<file path="src/rtl/pmu_adc_pkg.sv">
// Shared ADC acquisition-path types and constants.
// Used by the 4x64 PISO word serializer and the SIPO frame assembler.
package pmu_adc_pkg;

   // Default word width and frame depth of the ADC path.
   localparam int unsigned ADC_WORD_W      = 64;
   localparam int unsigned ADC_FRAME_DEPTH = 4;

   // SIPO assembler states.
   typedef enum logic [0:0] {
      COLLECT   = 1'b0,
      FULL_WAIT = 1'b1
   } sipo_state_t;

   // One frame of ADC words; element 0 is the first word in time.
   typedef logic [ADC_WORD_W-1:0] adc_frame_t [ADC_FRAME_DEPTH];

endpackage : pmu_adc_pkg

</file>
<file path="src/rtl/sipo_idle_timer.sv">
// Idle-cycle timer for the SIPO frame assembler.
// Counts consecutive cycles with idle=1.  expire_c is high in the cycle the
// count would reach TIMEOUT; the counter then returns to zero.
// Ports:
//   CLK      in   clock, posedge
//   nRST     in   synchronous active-low reset
//   idle     in   partial frame held and no word arriving this cycle
//   expire_c out  combinational: discard the partial frame this cycle
module sipo_idle_timer #(
   parameter int unsigned TIMEOUT = 1024
) (
   input  logic CLK,
   input  logic nRST,
   input  logic idle,
   output logic expire_c
);

   localparam int unsigned TW = $clog2(TIMEOUT + 1);

   logic [TW-1:0] count;

   assign expire_c = idle && (count == TW'(TIMEOUT - 1));

   // Any non-idle cycle or an expiry restarts the count.
   always_ff @(posedge CLK) begin
      if (!nRST) begin
         count <= '0;
      end else if (idle && !expire_c) begin
         count <= count + TW'(1);
      end else begin
         count <= '0;
      end
   end

endmodule : sipo_idle_timer

</file>
<file path="src/rtl/shift_reg_1x64_to_4x64_sipo.sv">
// Serial-in/parallel-out ADC frame assembler: collects DEPTH words of WIDTH
// bits and hands them downstream as one frame over a valid/ready handshake.
// Optional feature macro: SIPO_TIMEOUT_EN (discard a partial frame after
// TIMEOUT idle cycles).
// Ports:
//   CLK         in   clock, posedge
//   nRST        in   synchronous active-low reset
//   DIN_VALID   in   DIN holds a word this cycle
//   DIN         in   serial word input
//   FLUSH       in   discard partial frame (ignored while a full frame waits)
//   DOUT        out  assembled frame, DOUT[0] = first word received
//   DOUT_VALID  out  frame available on DOUT
//   DOUT_READY  in   consumer accepts frame when DOUT_VALID & DOUT_READY
//   WORD_CNT    out  words held in assembly buffer
//   OVERFLOW    out  sticky: a word was dropped
module shift_reg_1x64_to_4x64_sipo
   import pmu_adc_pkg::*;
#(
   parameter int unsigned WIDTH   = ADC_WORD_W,
   parameter int unsigned DEPTH   = ADC_FRAME_DEPTH,
   parameter int unsigned TIMEOUT = 1024
) (
   input  logic                    CLK,
   input  logic                    nRST,
   input  logic                    DIN_VALID,
   input  logic [WIDTH-1:0]        DIN,
   input  logic                    FLUSH,
   output logic [WIDTH-1:0]        DOUT [DEPTH],
   output logic                    DOUT_VALID,
   input  logic                    DOUT_READY,
   output logic [$clog2(DEPTH):0]  WORD_CNT,
   output logic                    OVERFLOW
);

   localparam int unsigned CW = $clog2(DEPTH) + 1;

   if (DEPTH < 2) begin : g_depth_chk
      $error("DEPTH must be at least 2");
   end
   if (TIMEOUT < 1) begin : g_timeout_chk
      $error("TIMEOUT must be at least 1");
   end

   sipo_state_t      state, state_nxt;
   logic [CW-1:0]    cnt, cnt_nxt;
   logic [WIDTH-1:0] asm_q    [DEPTH];
   logic [WIDTH-1:0] asm_nxt  [DEPTH];
   logic [WIDTH-1:0] dout_nxt [DEPTH];
   logic             dout_valid_nxt;
   logic             overflow_nxt;
   logic             slot_free;
   logic             timeout_fire;

`ifdef SIPO_TIMEOUT_EN
   logic idle;

   assign idle = (state == COLLECT) && (cnt != '0) && !DIN_VALID;

   sipo_idle_timer #(
      .TIMEOUT (TIMEOUT)
   ) u_idle_timer (
      .CLK      (CLK),
      .nRST     (nRST),
      .idle     (idle),
      .expire_c (timeout_fire)
   );
`else
   assign timeout_fire = 1'b0;
`endif

   // Output register can take a new frame this cycle.
   assign slot_free = !DOUT_VALID || DOUT_READY;

   // State register and datapath registers.
   always_ff @(posedge CLK) begin
      if (!nRST) begin
         state      <= COLLECT;
         cnt        <= '0;
         DOUT_VALID <= 1'b0;
         OVERFLOW   <= 1'b0;
         for (int i = 0; i < int'(DEPTH); i++) begin
            asm_q[i] <= '0;
            DOUT[i]  <= '0;
         end
      end else begin
         state      <= state_nxt;
         cnt        <= cnt_nxt;
         DOUT_VALID <= dout_valid_nxt;
         OVERFLOW   <= overflow_nxt;
         for (int i = 0; i < int'(DEPTH); i++) begin
            asm_q[i] <= asm_nxt[i];
            DOUT[i]  <= dout_nxt[i];
         end
      end
   end

   assign WORD_CNT = cnt;

   // Next-state and datapath decode.
   always_comb begin
      state_nxt      = state;
      cnt_nxt        = cnt;
      overflow_nxt   = OVERFLOW;
      asm_nxt        = asm_q;
      dout_nxt       = DOUT;
      // Handshake completes; a new frame below overrides this.
      dout_valid_nxt = DOUT_VALID && !DOUT_READY;

      unique case (state)
         COLLECT: begin
            if (FLUSH || timeout_fire) begin
               cnt_nxt = '0;
            end else if (DIN_VALID) begin
               if (cnt < CW'(DEPTH - 1)) begin
                  for (int i = 0; i < int'(DEPTH); i++) begin
                     if (cnt == CW'(i)) asm_nxt[i] = DIN;
                  end
                  cnt_nxt = cnt + CW'(1);
               end else if (slot_free) begin
                  // Last word bypasses the buffer straight into DOUT.
                  for (int i = 0; i < int'(DEPTH) - 1; i++) begin
                     dout_nxt[i] = asm_q[i];
                  end
                  dout_nxt[DEPTH-1] = DIN;
                  dout_valid_nxt    = 1'b1;
                  cnt_nxt           = '0;
               end else begin
                  asm_nxt[DEPTH-1] = DIN;
                  cnt_nxt          = CW'(DEPTH);
                  state_nxt        = FULL_WAIT;
               end
            end
         end

         FULL_WAIT: begin
            if (DOUT_READY) begin
               dout_nxt       = asm_q;
               dout_valid_nxt = 1'b1;
               state_nxt      = COLLECT;
               if (DIN_VALID) begin
                  asm_nxt[0] = DIN;
                  cnt_nxt    = CW'(1);
               end else begin
                  cnt_nxt    = '0;
               end
            end else if (DIN_VALID) begin
               overflow_nxt = 1'b1;
            end
         end

         default: begin
            state_nxt = COLLECT;
         end
      endcase
   end

endmodule : shift_reg_1x64_to_4x64_sipo

</file>
<file path="config.mk">
export PLATFORM = sky130hd
export DESIGN_NAME = shift_reg_1x64_to_4x64_sipo
export DESIGN_NICKNAME = d
export VERILOG_FILES = /design/src/rtl/pmu_adc_pkg.sv /design/src/rtl/sipo_idle_timer.sv /design/src/rtl/shift_reg_1x64_to_4x64_sipo.sv
export SDC_FILE = /design/constraint.sdc
export NUM_CORES = 1
export LEC_CHECK = 0
export BUFFER_PORTS_ARGS = -buffer_cell sky130_fd_sc_hd__buf_2
export CAP_MARGIN = 20
export CORE_MARGIN = 4
export CORE_UTILIZATION = 55
export DETAILED_ROUTE_END_ITERATION = 8
export GPL_ROUTABILITY_DRIVEN = 0
export PLACE_DENSITY = 0.78
export SYNTH_ARGS = -nofsm -noshare
export SYNTH_HDL_FRONTEND = slang
export SYNTH_SLANG_ARGS = --single-unit
</file>
<file path="constraint.sdc">
create_clock -name CLK -period 2.33 [get_ports CLK]
set_clock_uncertainty 0.2 [all_clocks]
set_input_delay 0.233 -clock CLK [delete_from_list [all_inputs] [get_ports CLK]]
set_output_delay 0.233 -clock CLK [all_outputs]
set_load 0.05 [all_outputs]
</file>
==> results of run 1 <==
==> routing by layer <==
metal | GRT usage [%] | share of wire, % | vias to the layer above
li1 | - | - | 8394
met1 | 34.5 | 44 | 8027
met2 | 41.4 | 47 | 534
met3 | 3.39 | 6.1 | 103
met4 | 10.1 | 3.4 | 0
met5 | 0 | 0 | -
==> kinds of logic after synthesis <==
| kind of cell | Yosys count |
|---|---|
| AOI/OAI and AO/OA | 592 |
| adders and majority gates | 5 |
| buffers and inverters | 217 |
| DFF | 518 |
| muxes | 66 |
| and+or+nand+nor | 920 |
==> metrics by stage <==
stage / setup slack (ps) / instances / hold slack [ps] / cell area [um2]
final: 264 / 3094 / 243 / 24200
after global routing: 74.5 / 3094 / 264 / 24200
after CTS: 63.1 / 3094 / 245 / 24200
after detailed placement: 73.7 / 2941 / 240 / 21900
after global placement: 242 / 2941 / 235 / 21900
after floorplan: 45.0 / 2318 / 109 / 19900
==> worst max-delay path: cells and delay by family <==
family	cells	cell delay, ps
AND/OR/NAND/NOR	3	680
AO/OA/AOI/OAI	1	100
buffers and inverters	4	1330
==> final cells by class <==
type,count,area (um2)
clock buffers,71,1480
clock inverters,14,151
fillers,2803,11400
inverters,4,15.0
multi-input cells,1583,8560
flip-flops and latches,518,10400
well taps,461,577
repair buffers,443,3020
==> cells in the final DEF (no fill, tap or decap), drive strengths merged, types with 5 or more instances in the layout <==
master,count
clkbuf,71
dlygate4sd3,68
nor2,5
ha,5
mux2i,65
dfxtp,518
buf,375
o21ai,259
nand2,645
clkinv,10
nand3,257
a21boi,257
o211a,64
==> power groups by stage <==
stage                     logic, mW  registers (mW)  clock network, mW
after floorplan               0.427            9.20                  0
after global routing          0.909            9.00               8.56
after global placement        0.720            9.19                  0
final                         0.835            9.00               8.05
after detailed placement      0.734            9.19                  0
after CTS                     0.829            8.99               8.19
==> state kept, by name, indices dropped and copies added (netlist names) <==
| register | flops |
|---|---|
| DOUT | 256 |
| WORD_CNT | 3 |
| DOUT_VALID | 1 |
| state | 1 |
| asm_q | 256 |
| OVERFLOW | 1 |
==> path summary, 6_finish.rpt <==
kind | endpoint | slack (ps) | depth (start not counted)
max | asm_q[139]$_SDFFE_PN0P_ | 260 | 8
min | DOUT[105]$_SDFFE_PN0P_ | 240 | 2
min reg2reg | DOUT[105]$_SDFFE_PN0P_ | 240 | 2
max reg2reg | asm_q[241]$_SDFFE_PN0P_ | 280 | 8
==> timing repair <==
item / 4_1_cts / 5_1_grt
gates resized for setup: 0 / 4
hold buffers: 68 / 0
endpoints found under the hold margin: 330 / 0
setup endpoints to repair: 0 / 90
==> flow_metrics.tcl, run 1 <==
set metrics [dict create \
    coreArea_mm2 0.0356 \
    cts-root-buf "clkbuf_16" \
    grt_pass1_vias 16000 \
    powerDensity_mw_per_mm2 739 \
    yosysSeqAreaShare_pct 52.2 \
    cp.arrival_ps 2360 \
    synthArstFlopShare_pct 0 \
    h-tree-depth 2 \
    synthXorXnorAreaFrac_pct 0 \
    finish.utilization_pct 68.0 \
    yosysWarnings 0 \
    crit_path_cell_trace "dlygate4sd3_1 > buf_2 > nor3b_4 > buf_4 > and3_4 > buf_4 > nand3_1 > o21ai_0" \
    cts_max_path_buffers 3 \
    seqPwrFrac_pct 50.3 \
    grt_max_degree 113 \
    synth_largest_area_cell "dfxtp_1" \
    power.leakage_nw 10.0 \
    area_delta_synth_final_pct 21.7 \
    p_switching_mw 3.88 \
    fin_crit_sh_pct 88.7 \
    max_cap_viol_count 0 \
    cts_tree "done" \
    grt_antenna_before_repair 0 \
    fin_setup_tns_ps 0 \
    die_area_mm2 0.0392 \
    nets 2674 \
    hold_violations 0 \
    cts.reportedPaths.clkPinSlew_ps 60 \
    synth_top_family_by_area "compound AO/OA/AOI/OAI gates" \
    wire_per_inst_um 16.7 \
    postSynthCellCount 2318 \
    worstMarginPinSlew_ps 665 \
    numPortBuffers 329 \
    grt_usage_pct 25.4 \
    post_drt_via_cell_ratio 5.51 \
    clock-sinks 518 \
    yosys-top-cells-area "dfxtp_1 (52%), nand2_1 (12%), a21boi_1 (6.6%)" \
    cp_slowest_cell "dlygate4sd3_1" \
    clk_latency_ps 570 \
    synth_mux_area_share_pct 3.35 \
    crit_path_max_incr_delay_ps 560 \
    endpoint_kind "register" \
    critPathMostFrequentCell "buf_4" \
    synth_seq_cells 518 \
    yosys.area.top_type_share_pct 52.2 \
    ir_drop_mv 0.720 \
    power_mw 17.9 \
    max_freq_mhz 484 \
    clkPwrFrac_pct 45.0 \
    firstDrtPassIters 6 \
    postRouteAntennaNets 0 \
    slew_viol_final 0 \
    yosys.area_share.adder_pct 0.315 \
    row_count 69 \
    grt_pass1_wl_um 82900 \
    outcome "finished, final reports clean" \
    synth_fp_nets 2392 \
    combPwrFrac_pct 4.7 \
    dp_hpwl_um 32800 \
    drcViolationCount 0 \
    vias 17100 \
    drt-total-wl_um 51800 \
    num_antenna_cells 0 \
    ys.flop_type "dfxtp_1" \
    synth_compound_area_share_pct 20.0 \
    crit-reg2reg-launch "WORD_CNT[0]$_SDFFE_PN0P_" \
    rsz0062_at_grt "false" \
    synth_cell_types 37 \
    drive_above_1_share_pct 17.7 \
    gr-total-overflow 0 \
    die_y_um 198 \
    crit_path_start "DIN_VALID" \
    min_from "DOUT[105]$_SDFFE_PN0P_" \
    hold_class "reg -> reg" \
    start_kind "primary input" \
    p_int_mw 14.0 \
    initial_core_util_pct 55.9 \
    cts_buffers 50 \
    io_pins 330 \
    setup-violations-final 0 \
    swShare_pct 21.7 \
    synthesis.area_mm2 0.0199 \
    fin_crit_ps 2070 \
    drt_iter0_drc 1266 \
    synth_edf_count 0 \
    cp.required_ps 2620 \
    path_max_fanout 32 \
    crit_type "in -> reg" \
    synth_most_common_cell "nand2_1" \
    postCtsSetupRepairBufs 0 \
    synth_commonest_cells "nand2_1 (645), dfxtp_1 (518), nand3_1 (257)" \
    synthSimpleGateAreaFrac_pct 19.2 \
    die_w_um 198 \
    relSlewSlack_pct 55.6 \
    syn_area_per_cell_um2 8.57 \
]
(Power assumes the default switching activity.)
==> run 2, diff against run 1 <==
CELL_PAD_IN_SITES_DETAIL_PLACEMENT = 1   (was not set)
CELL_PAD_IN_SITES_GLOBAL_PLACEMENT = 2   (was not set)
CORE_UTILIZATION = 33   (was 55)
PLACE_DENSITY = not set   (was 0.78)
PLACE_DENSITY_LB_ADDON = 0.1   (was not set)
==> run 2 against run 1 <==
Critical path depth decreased by 2. Non-clock buffer count increased by 26. Wire length increased by 26%. Fmax decreased by 4.9%. Clock power increased by 12%. Setup slack got worse by 110 ps. Hold slack improved by 1.6 ps. First-iteration DRC count decreased by 45%. Clock-buffer cell count increased by 27. Sequential cell count unchanged. Largest cell class unchanged. Highest routed layer unchanged.
==> flow_metrics.tcl, run 2 (synthesis results as in run 1) <==
set metrics [dict create \
    outcome "finished, final reports clean" \
    postCtsSetupRepairBufs 0 \
    io_pins 330 \
    max_cap_viol_count 0 \
    initial_core_util_pct 33.5 \
    die_w_um 253 \
    layout.area.seq_mm2 0.0104 \
    path_max_fanout 30 \
    fin_area_mm2 0.0251 \
    dp_slack_ps 144 \
    cts_max_path_buffers 3 \
    firstDrtPassIters 5 \
    cp_slowest_cell "dfxtp_1" \
    slew_viol_final 0 \
    drive_above_1_share_pct 18.5 \
    row_count 89 \
    post_drt_via_cell_ratio 4.99 \
    h-tree-depth 2 \
    layout_common_cells "nand2_1 (644), dfxtp_1 (517), buf_2 (328), nand3_1 (257), o21ai_0 (254)" \
    power.leakage_nw 10.3 \
    max_freq_mhz 460 \
    gr-total-overflow 0 \
    setup_slack_ps 158 \
    hold_class "reg -> reg" \
    critical_path_buf_inv_count 1 \
    postPlaceCellArea_mm2 0.0225 \
    ir_drop_mv 0.561 \
    fin_setup_tns_ps 0 \
    crit_type "reg -> reg" \
    endpoint_kind "register" \
    numPortBuffers 329 \
    hold_violations 0 \
    area_delta_synth_final_pct 26.2 \
    drt-total-wl_um 65200 \
    crit_family "flip-flops" \
    dp.cells 3279 \
    hold_slack_ps 245 \
    clock-sinks 518 \
    die_area_mm2 0.0642 \
    cts_buffers 58 \
    drt_iter0_drc 702 \
    clk_latency_ps 610 \
    fin_crit_ps 2170 \
    setup-violations-final 0 \
    nets 2708 \
    vias 17200 \
    fill_cells 6972 \
    r2r_setup_slack_ps 160 \
    grt_max_degree 73 \
    powerDensity_mw_per_mm2 756 \
    worstMarginPinSlew_ps 672 \
    crit_path_cell_trace "ha_1 > ha_1 > mux2_2 > buf_12 > nand3_1 > a21boi_0" \
    drcViolationCount 0 \
    crit_path_max_incr_delay_ps 470 \
    wire_per_inst_um 18.9 \
    critPathMostFrequentCell "ha_1" \
    grt_pass1_vias 17700 \
    cts_tree "done" \
    grt_antenna_before_repair 1 \
    cp.required_ps 2650 \
    cts.reportedPaths.clkPinSlew_ps 60 \
    dp_hpwl_um 42600 \
    coreArea_mm2 0.0594 \
    postRouteAntennaNets 0 \
    relSlewSlack_pct 55.2 \
    multi_input_area_mm2 0.00856 \
    grt_pass1_wl_um 102000 \
    die_y_um 253 \
    rsz0062_at_grt "false" \
    cp.arrival_ps 2490 \
    fin_crit_sh_pct 93.2 \
    start_kind "register" \
    grt_usage_pct 19.8 \
    finalNonFillerCells 3455 \
    final_common_cell "nand2_1" \
    cts-root-buf "clkbuf_16" \
]
-- run 2: changes by cell type in the layout (fill, tap and decap cells not counted), sizes merged --
cell      before  now
buf          375  401
bufinv         3    1
clkbuf        71   98
clkinv        10    8
clkinvlp       1    0
diode          0    1
-- run 2: metal layers --
layer	global-route usage, %	part of all wire, %	vias to the layer above
met5	0	0	-
met1	26.4	46	8380
li1	-	-	8475
met2	33.3	47	290
met4	5.66	2.3	0
met3	3.31	4.1	79
-- run 2: path summary, 6_finish.rpt --
path,start,end,depth (start not counted)
worst max-delay path,WORD_CNT[0]$_SDFFE_PN0P_,asm_q[23]$_SDFFE_PN0P_,6
worst min-delay path,asm_q[122]$_SDFFE_PN0P_,DOUT[122]$_SDFFE_PN0P_,2
worst max register to register,WORD_CNT[0]$_SDFFE_PN0P_,asm_q[23]$_SDFFE_PN0P_,6
worst min register to register,asm_q[122]$_SDFFE_PN0P_,DOUT[122]$_SDFFE_PN0P_,2
-- run 2: what timing repair did --
item,CTS,global route
setup endpoints to repair,0,3
endpoints found under the hold margin,331,0
hold buffers,68,0
resized for setup,0,1
-- run 2: worst min-delay path, delay by kind of cell, from the launching register on --
family / cells / cell delay, ps
compound gates: 1 / 50
simple gates: 1 / 50
flops: 1 / 310
-- run 2: per-stage QoR --
step,power (mW),utilization [%]
after floorplan,9.63,-
after global placement,10.0,37.9
after detailed placement,10.0,37.9
after CTS,19.2,42.2
after global routing,19.7,42.2
final,19.0,42.2
-- run 2: final cells by class --
class | count | share of cell area [%]
clock inverters | 9 | 0.279
inverters | 4 | 0.0599
flip-flops and latches | 518 | 41.4
repair buffers | 469 | 13.1
multi-input cells | 1583 | 34.1
well taps | 773 | 3.86
clock buffers | 98 | 7.16
diodes | 1 | 0.00998
-- run 2: power by group --
group,leakage (nW),switching (mW),internal [mW],total (mW)
clock network,0.919,3.73,5.30,9.04
logic,5.18,0.564,0.353,0.916
registers,4.18,0.0506,8.95,9.00
total,10.3,4.35,14.6,19.0
==> run 3, diff against run 2 <==
--- a/config.mk
+++ b/config.mk
@@ -8,3 +8,2 @@
 export BUFFER_PORTS_ARGS = -buffer_cell sky130_fd_sc_hd__buf_2
-export CAP_MARGIN = 20
 export CELL_PAD_IN_SITES_DETAIL_PLACEMENT = 1
==> constraint.sdc (replaced) <==
create_clock -name CLK -period 2.33 [get_ports CLK]
set_clock_uncertainty 0.2 [all_clocks]
set_input_delay 0.3495 -clock CLK [delete_from_list [all_inputs] [get_ports CLK]]
set_output_delay 0.3495 -clock CLK [all_outputs]
set_load 0.05 [all_outputs]
==> run 3 against run 2 <==
Wire length grew 0.93%. Die area is the same. Final area shrank 0.49%. Sequential share of layout area grew 0.20 points. Combinational power shrank 1%. Critical path type is now in -> reg.
==> flow_metrics.tcl, run 3 (synthesis results as in run 1) <==
set metrics [dict create \
    cts.reportedPaths.clkPinSlew_ps 60 \
    crit-reg2reg-launch "WORD_CNT[0]$_SDFFE_PN0P_" \
    dr.max_layer_used "met4" \
    drt-total-wl_um 65800 \
    grt_pass1_wl_um 102000 \
    postRouteAntennaNets 0 \
    cp.required_ps 2620 \
    seqPwrFrac_pct 47.3 \
    fin_setup_tns_ps 0 \
    post_drt_via_cell_ratio 5.00 \
    final_common_cell "nand2_1" \
    cts-root-buf "clkbuf_16" \
    start_kind "primary input" \
    hold_class "reg -> reg" \
    outcome "finished, final reports clean" \
    grt_usage_pct 19.7 \
    endpoint_kind "register" \
    cts-resized-gates 0 \
    grt_antenna_before_repair 1 \
    vias 17200 \
    layout_common_cells "nand2_1 (644), dfxtp_1 (517), buf_2 (328), nand3_1 (257), o21ai_0 (254)" \
    hold_violations 0 \
    cts_max_path_buffers 3 \
    relSlewSlack_pct 56.4 \
    grt_max_degree 91 \
    numPortBuffers 329 \
    cp.arrival_ps 2480 \
    p_switching_mw 4.32 \
    gr-total-overflow 0 \
    max_cap_viol_count 0 \
    rsz0062_at_grt "false" \
    dr_wl_met3_um 2650 \
    crit_type "in -> reg" \
    max_freq_mhz 455 \
    clk_latency_ps 610 \
    clkPwrFrac_pct 47.9 \
    io_pins 330 \
    drcViolationCount 0 \
    swShare_pct 22.7 \
    power.leakage_nw 10.2 \
    drive_above_1_share_pct 18.1 \
    cts_tree "done" \
    p_int_mw 14.7 \
    min_from "asm_q[99]$_SDFFE_PN0P_" \
    nets 2694 \
    initial_core_util_pct 33.5 \
    die_y_um 253 \
    area_delta_synth_final_pct 25.6 \
    combPwrFrac_pct 4.8 \
    wl_met1_um 30200 \
    dp_hpwl_um 41400 \
    grt_pass1_vias 17700 \
    worstMarginPinSlew_ps 654 \
    setup-violations-final 0 \
    drt_iter0_drc 729 \
    die_w_um 253 \
    powerDensity_mw_per_mm2 762 \
    firstDrtPassIters 5 \
    hold_slack_ps 246 \
    wl_met2_um 31700 \
    die_area_mm2 0.0642 \
    clock-sinks 518 \
    fin_crit_ps 2200 \
    wire_per_inst_um 19.1 \
    ir_drop_mv 0.530 \
    fin_crit_sh_pct 94.3 \
    coreArea_mm2 0.0594 \
    row_count 89 \
    h-tree-depth 2 \
    path_max_fanout 38 \
    crit_path_start "FLUSH" \
    slew_viol_final 0 \
    cts_buffers 58 \
]
run 3: layer usage:
metal  vias to the layer above  track usage (%)
met5                         -                0
met2                       269             33.8
li1                       8435                -
met3                        77             3.21
met4                         0             4.81
met1                      8405             26.1
run 3: layout make-up:
type	count	area (um2)
well taps	773	967
fillers	6908	34400
flip-flops and latches	518	10400
multi-input cells	1583	8550
inverters	4	15.0
diodes	1	2.50
repair buffers	455	3170
clock inverters	12	164
clock buffers	90	1700
run 3: repair_timing:
| action | 4_1_cts | 5_1_grt |
|---|---|---|
| endpoints found under the setup margin | 0 | 1 |
| hold buffers | 68 | 0 |
| setup buffers | 0 | 3 |
| hold endpoints to repair | 323 | 0 |
run 3: worst max-delay path, cell delays in order:
cell	delay (ps)
dlygate4sd3_1	580
buf_2	180
nand2b_1	210
o31ai_4	390
buf_12	290
buf_12	240
nand2_1	90
o211a_1	140
run 3: worst paths after layout:
check	depth (start not counted)	slack [ps]	to
worst max-delay path	8	130	DOUT[6]$_SDFFE_PN0P_
worst min-delay path	2	250	DOUT[99]$_SDFFE_PN0P_
worst max register to register	7	140	DOUT[6]$_SDFFE_PN0P_
worst min register to register	2	250	DOUT[99]$_SDFFE_PN0P_
run 3: stage by stage:
stage / util, % / setup WS [ps] / instance area, um2 / power, mW / std cells
final: 42.0 / 134 / 25000 / 19.0 / 3436
after global routing: 42.0 / 1.96 / 24900 / 19.8 / 3435
after CTS: 41.9 / 123 / 24900 / 19.3 / 3430
after detailed placement: 37.6 / 140 / 22300 / 9.99 / 3260
after global placement: 37.6 / 169 / 22300 / 9.97 / 3260
after floorplan: - / 45.0 / 19900 / 9.63 / 2318
run 3: power by group through the flow:
stage / Sequential, mW / Combinational, mW / Clock (mW)
finish: 9.00 / 0.904 / 9.11
global route: 9.00 / 0.994 / 9.80
CTS: 9.00 / 0.890 / 9.42
detailed placement: 9.19 / 0.793 / 0
global placement: 9.19 / 0.779 / 0
floorplan: 9.20 / 0.427 / 0
